File: src/rtl/periph_bus_bridge.sv
// periph_bus_bridge
// Decodes the data address of lw/sw against a peripheral window. For hits it
// cancels the data-memory access, runs a valid/ready request plus (for reads)
// a response phase on the peripheral bus, and stalls the single-cycle core
// until the transaction completes or the cycle budget runs out. Read data is
// held in rdata for the core's write-back mux.
module periph_bus_bridge #(
    parameter logic [31:0] PERIPH_BASE = 32'h4000_0000,
    parameter logic [31:0] PERIPH_MASK = 32'hF000_0000,
    parameter int unsigned TIMEOUT     = 255,
    parameter logic [31:0] ERR_DATA    = 32'hDEAD_BEEF
) (
    input  logic        clk,
    input  logic        rst,
    input  logic        is_load,
    input  logic        is_store,
    input  logic [31:0] addr,
    input  logic [31:0] wdata,
    output logic        cancel_data_memory,
    output logic        stall,
    output logic [31:0] rdata,
    output logic        bus_err,
    output logic        p_valid,
    input  logic        p_ready,
    output logic        p_write,
    output logic [31:0] p_addr,
    output logic [31:0] p_wdata,
    input  logic        p_rsp_valid,
    input  logic [31:0] p_rdata
);

    // Counter is wide enough to hold TIMEOUT itself, so it can saturate there.
    localparam int unsigned          CNT_W    = (TIMEOUT < 2) ? 1 : $clog2(TIMEOUT + 1);
    localparam logic [CNT_W-1:0]     CNT_LAST = CNT_W'(TIMEOUT - 1);
    localparam logic [CNT_W-1:0]     CNT_MAX  = CNT_W'(TIMEOUT);

    typedef enum logic [1:0] {
        IDLE = 2'd0,
        REQ  = 2'd1,
        WAIT = 2'd2,
        DONE = 2'd3
    } state_t;

    state_t             state_q;
    logic [CNT_W-1:0]   cnt_q;
    logic [CNT_W-1:0]   cnt_d;
    logic               p_valid_q;
    logic               p_write_q;
    logic [31:0]        p_addr_q;
    logic [31:0]        p_wdata_q;
    logic [31:0]        rdata_q;
    logic               bus_err_q;
    logic               hit;
    logic               expired;

    // Address decode: only loads and stores can claim the peripheral window.
    assign hit = (is_load | is_store) & ((addr & PERIPH_MASK) == PERIPH_BASE);

    // The control unit gates data-memory write/read-back with this in the same cycle.
    assign cancel_data_memory = hit;

    // Budget counter saturates at TIMEOUT. A handshake accepted in the expiry
    // cycle moves to WAIT with the counter past the limit, so the response
    // then has exactly one WAIT cycle before that phase also gives up.
    assign cnt_d   = (cnt_q == CNT_MAX) ? cnt_q : cnt_q + 1'b1;
    assign expired = (cnt_q >= CNT_LAST);

    // Stall decode: hit in IDLE holds the core before the request is launched;
    // DONE releases it so the instruction retires exactly once.
    always_comb begin
        // NOTE: every signal written in a combinational block gets a default first, otherwise a missed branch infers a latch.
        stall = 1'b0;
        if (!rst) begin
            case (state_q)
                IDLE:      stall = hit;
                REQ, WAIT: stall = 1'b1;
                default:   stall = 1'b0;
            endcase
        end
    end

    // Transaction FSM with all bus-facing outputs registered.
    always_ff @(posedge clk or posedge rst) begin
        if (rst) begin
            state_q   <= IDLE;
            cnt_q     <= '0;
            p_valid_q <= 1'b0;
            p_write_q <= 1'b0;
            p_addr_q  <= '0;
            p_wdata_q <= '0;
            rdata_q   <= '0;
            bus_err_q <= 1'b0;
        end else begin
            // NOTE: state uses non-blocking assignments so every register samples pre-edge values regardless of statement order.
            bus_err_q <= 1'b0;
            case (state_q)
                IDLE: begin
                    if (hit) begin
                        p_addr_q  <= {addr[31:2], 2'b00};
                        p_wdata_q <= wdata;
                        p_write_q <= is_store;
                        p_valid_q <= 1'b1;
                        cnt_q     <= '0;
                        state_q   <= REQ;
                    end
                end
                REQ: begin
                    cnt_q <= cnt_d;
                    if (p_ready) begin
                        // Handshake wins over expiry in the same cycle.
                        p_valid_q <= 1'b0;
                        state_q   <= p_write_q ? DONE : WAIT;
                    end else if (expired) begin
                        p_valid_q <= 1'b0;
                        bus_err_q <= 1'b1;
                        if (!p_write_q) begin
                            rdata_q <= ERR_DATA;
                        end
                        state_q   <= DONE;
                    end
                end
                WAIT: begin
                    cnt_q <= cnt_d;
                    if (p_rsp_valid) begin
                        rdata_q <= p_rdata;
                        state_q <= DONE;
                    end else if (expired) begin
                        bus_err_q <= 1'b1;
                        rdata_q   <= ERR_DATA;
                        state_q   <= DONE;
                    end
                end
                DONE: begin
                    // hit is deliberately not looked at here: the retiring
                    // instruction is still on the inputs and must not restart.
                    state_q <= IDLE;
                end
                default: begin
                    state_q <= IDLE;
                end
            endcase
        end
    end

    assign p_valid = p_valid_q;
    assign p_write = p_write_q;
    assign p_addr  = p_addr_q;
    assign p_wdata = p_wdata_q;
    assign rdata   = rdata_q;
    assign bus_err = bus_err_q;

endmodule

File: config.mk
export PLATFORM = sky130hd
export DESIGN_NAME = periph_bus_bridge
export DESIGN_NICKNAME = d
export VERILOG_FILES = /design/src/rtl/periph_bus_bridge.sv
export SDC_FILE = /design/constraint.sdc
export NUM_CORES = 1
export LEC_CHECK = 0
export BUFFER_PORTS_ARGS = -buffer_cell sky130_fd_sc_hd__buf_2
export CORE_ASPECT_RATIO = 1.5
export CORE_MARGIN = 8
export CORE_UTILIZATION = 25
export DETAILED_ROUTE_END_ITERATION = 8
export PLACE_DENSITY = 0.44
export SLEW_MARGIN = 40
export SYNTH_ARGS = -nofsm -noshare
export SYNTH_HDL_FRONTEND = slang
export SYNTH_SLANG_ARGS = --single-unit
File: constraint.sdc
create_clock -name clk -period 7.3 [get_ports clk]
set_input_delay 0.365 -clock clk [delete_from_list [all_inputs] [get_ports clk]]
set_output_delay 0.365 -clock clk [all_outputs]
set_load 0.02 [all_outputs]
==> flow_metrics.py <==
metrics = {
    "clock_tree": {
        "cts-resized-gates": 0,
        "htree_levels": 3,
        "cts_hold_buffers": 0,
        "cts-root-buf": "clkbuf_16",
        "clock_latency_ns": 0.35,
        "cts_buffers": 9,
        "cts_buffer_depth": 2,
        "cts_sinks": 107,
        "post-cts-setup-buffers": 0,
        "path_clk_slew_ns": 0.07,
        "cts_tree": "built",
    },
    "drt": {
        "drc": 0,
        "wl_um": 12500,
        "viasPerCell": 4.20,
        "dr.pass1.iters": 4,
        "antenna_left": 0,
        "via_count": 3426,
        "drt_iter0_markers": 98,
        "post_drt_wl_per_cell_um": 15.3,
    },
    "finish": {
        "drive_gt1_frac": 0.520,
        "fillers": 1889,
        "multiInputGateArea_mm2": 0.00177,
        "fin_util": 0.337,
        "seqCellArea_mm2": 0.00268,
        "final_nets": 667,
        "area_growth_pct": 33.1,
    },
    "status": {
        "outcome": "complete, no violations",
    },
    "power": {
        "power.total_mw": 2.34,
        "power_density_mw_per_mm2": 377,
        "leakage_nw": 3.41,
        "irDropWorstVdd_mv": 0.130,
    },
    "grt": {
        "first_global_vias": 3725,
        "antenna_found_initial": 2,
        "grt_pass1_wl_um": 19700,
        "grt.total_usage": 0.107,
        "grt_max_degree": 66,
        "gr-total-overflow": 0,
    },
    "sta": {
        "fin_skew_ns": 0.0101,
        "hold_violations": 0,
        "rsz0062_at_grt": "no",
        "drv_slew": 0,
        "max_freq_ghz": 0.378,
        "finalCritPeriodShare": 0.363,
        "fin_tns_setup_ns": 0,
        "layout_min_cycle_time_ns": 2.65,
        "slew_headroom": 0.574,
        "setup_viol": 0,
        "max_slew.worst_pin.slew_ns": 0.636,
    },
    "setup_path": {
        "cp.arrival_ns": 2.28,
        "r2r_slack_ns": 4.84,
        "path_max_fanout": 33,
        "required_ns": 6.93,
        "r2r-end": "rdata[29]",
        "r2r_start": "state_q[0]",
        "end_kind": "output port",
        "crit_path_start_kind": "register",
        "path_class": "register to output port",
        "reg2reg_depth": 7,
    },
    "synthesis": {
        "yosysWarnings": 0,
        "ys_seq_area_frac": 0.575,
        "synth_cell_types": 41,
        "avgSynthCellArea_um2": 12.8,
        "synth_area_mm2": 0.00466,
        "synth-seq-cells": 107,
        "synth_cells": 363,
    },
    "run": {
        "maxCapViolCount": 0,
    },
    "placement": {
        "dpl.hpwl_um": 9420,
        "place_congestion": 0.726,
        "io_buffers": 198,
    },
    "floorplanning": {
        "start_util": 0.253,
        "die_w_um": 127,
        "die_h_um": 183,
        "rows": 61,
        "coreArea_mm2": 0.0184,
        "io_pins": 203,
        "die_area_mm2": 0.0233,
    },
    "hold_path": {
        "hp-class": "input pin to async pin",
    },
}
==> synthesized netlist by cell type <==
cell type / n / area [µm²]
nand3_1: 6 / 30.0
mux2_4: 6 / 90.1
mux2i_1: 27 / 270
buf_2: 5 / 25.0
o22ai_2: 1 / 12.5
a22o_1: 1 / 8.76
nand3_2: 1 / 10.0
and2_1: 3 / 18.8
buf_4: 3 / 22.5
clkbuf_2: 1 / 5.00
nor4b_4: 1 / 23.8
nor4_1: 1 / 6.26
o211ai_1: 2 / 15.0
dfrtp_1: 107 / 2680
a311o_1: 1 / 10.0
nor3_1: 1 / 5.00
a21boi_2: 1 / 11.3
nand2b_1: 1 / 6.26
ha_1: 7 / 87.6
o211a_1: 1 / 10.0
o21bai_1: 2 / 15.0
nor2b_1: 4 / 25.0
mux2_2: 61 / 687
a2111oi_0: 1 / 8.76
nor3_4: 1 / 16.3
or2_2: 2 / 12.5
buf_6: 5 / 56.3
clkbuf_1: 4 / 15.0
or4_1: 3 / 22.5
o31ai_1: 3 / 22.5
nand3b_1: 1 / 7.51
nor2_1: 33 / 124
and3_1: 10 / 62.6
nand2_1: 11 / 41.3
a21oi_1: 4 / 20.0
nand4_1: 3 / 18.8
o311ai_0: 1 / 8.76
o21ai_0: 4 / 20.0
inv_1: 31 / 116
a211oi_1: 1 / 7.51
conb_1: 1 / 3.75
==> layout make-up <==
class,count,share of cell area
Inverter,31,0.0192
Tap cell,252,0.0509
Clock inverter,5,0.00969
Antenna cell,1,0.000404
Clock buffer,10,0.0369
Timing Repair Buffer,201,0.166
Multi-Input combinational cell,208,0.285
Sequential cell,107,0.432
==> per-stage QoR <==
step / setup WS [ns] / std cells / instance area, µm² / hold WS, ns
global placement: 4.56 / 798 / 5880 / 0.448
finish: 4.65 / 815 / 6200 / 0.0712
detailed placement: 4.82 / 799 / 5910 / 0.448
floorplan: 4.12 / 364 / 4660 / 0.477
CTS: 4.57 / 814 / 6200 / 0.0810
global route: 4.48 / 814 / 6200 / 0.110
==> logic make-up after synthesis <==
kind of cell               count (synthesis)  synth area share
adders and majority gates                  7            0.0188
and+or+nand+nor                           82            0.0924
muxes                                     94             0.225
DFF                                      107             0.575
AOI/OAI and AO/OA                         23            0.0365
buffers and inverters                     49            0.0516
other                                      1          0.000805
==> flip-flops by register name, summed over array words and instances, names as in the netlist <==
name / cells
bus_err: 1
cnt_q: 8
p_addr: 30
p_valid: 1
p_wdata: 32
p_write: 1
rdata: 32
state_q: 2
==> worst max path at each step <==
stage | endpoint | cells past startpoint | slack [ns] | from
3_3_place_gp | stall | 5 | 4.56 | addr[28]
5_1_grt | stall | 5 | 4.48 | state_q[0]
2_1_floorplan | bus_err | 1 | 4.12 | rst
6_report | stall | 5 | 4.65 | state_q[0]
4_1_cts | stall | 5 | 4.57 | state_q[0]
3_5_place_dp | rdata[29] | 7 | 4.82 | state_q[0]
==> power by group <==
part	internal, mW	switching [mW]
clock	0.266	0.224
combinational	0.376	0.555
sequential	0.801	0.116
==> critical path, stage by stage (launching register included) <==
cell      delay [ns]
dfrtp_1         0.40
inv_1           0.13
ha_1            0.37
nand3_4         0.47
a211oi_1        0.35
buf_2           0.21
==> metal layers <==
layer | part of all wire | up-vias | wire length [µm] | track usage
li1 | - | 1619 | - | -
met1 | 0.37 | 1660 | 4660 | 0.107
met2 | 0.50 | 128 | 6290 | 0.187
met3 | 0.11 | 15 | 1320 | 0.0544
met4 | 0.014 | 4 | 172 | 0.0416
met5 | 0.0014 | - | 18 | 0
==> placed cells by master (no fill, tap or decap), drive strengths merged, types with 2 or more instances in the layout <==
cell type | Yosys | layout
buf | 13 | 201
dfrtp | 107 | 107
mux2 | 67 | 67
nor2 | 33 | 33
inv | 31 | 33
mux2i | 27 | 27
nand2 | 11 | 11
and3 | 10 | 10
clkbuf | 5 | 10
ha | 7 | 7
nand3 | 7 | 7
a21oi | 4 | 4
nor2b | 4 | 4
o21ai | 4 | 4
and2 | 3 | 3
o31ai | 3 | 3
or4 | 3 | 3
nand4 | 3 | 3
or2 | 2 | 2
o211ai | 2 | 2
o21bai | 2 | 2
conb | 1 | 2
nor3 | 2 | 2
Note: power is estimated with default switching activity, not from simulation.
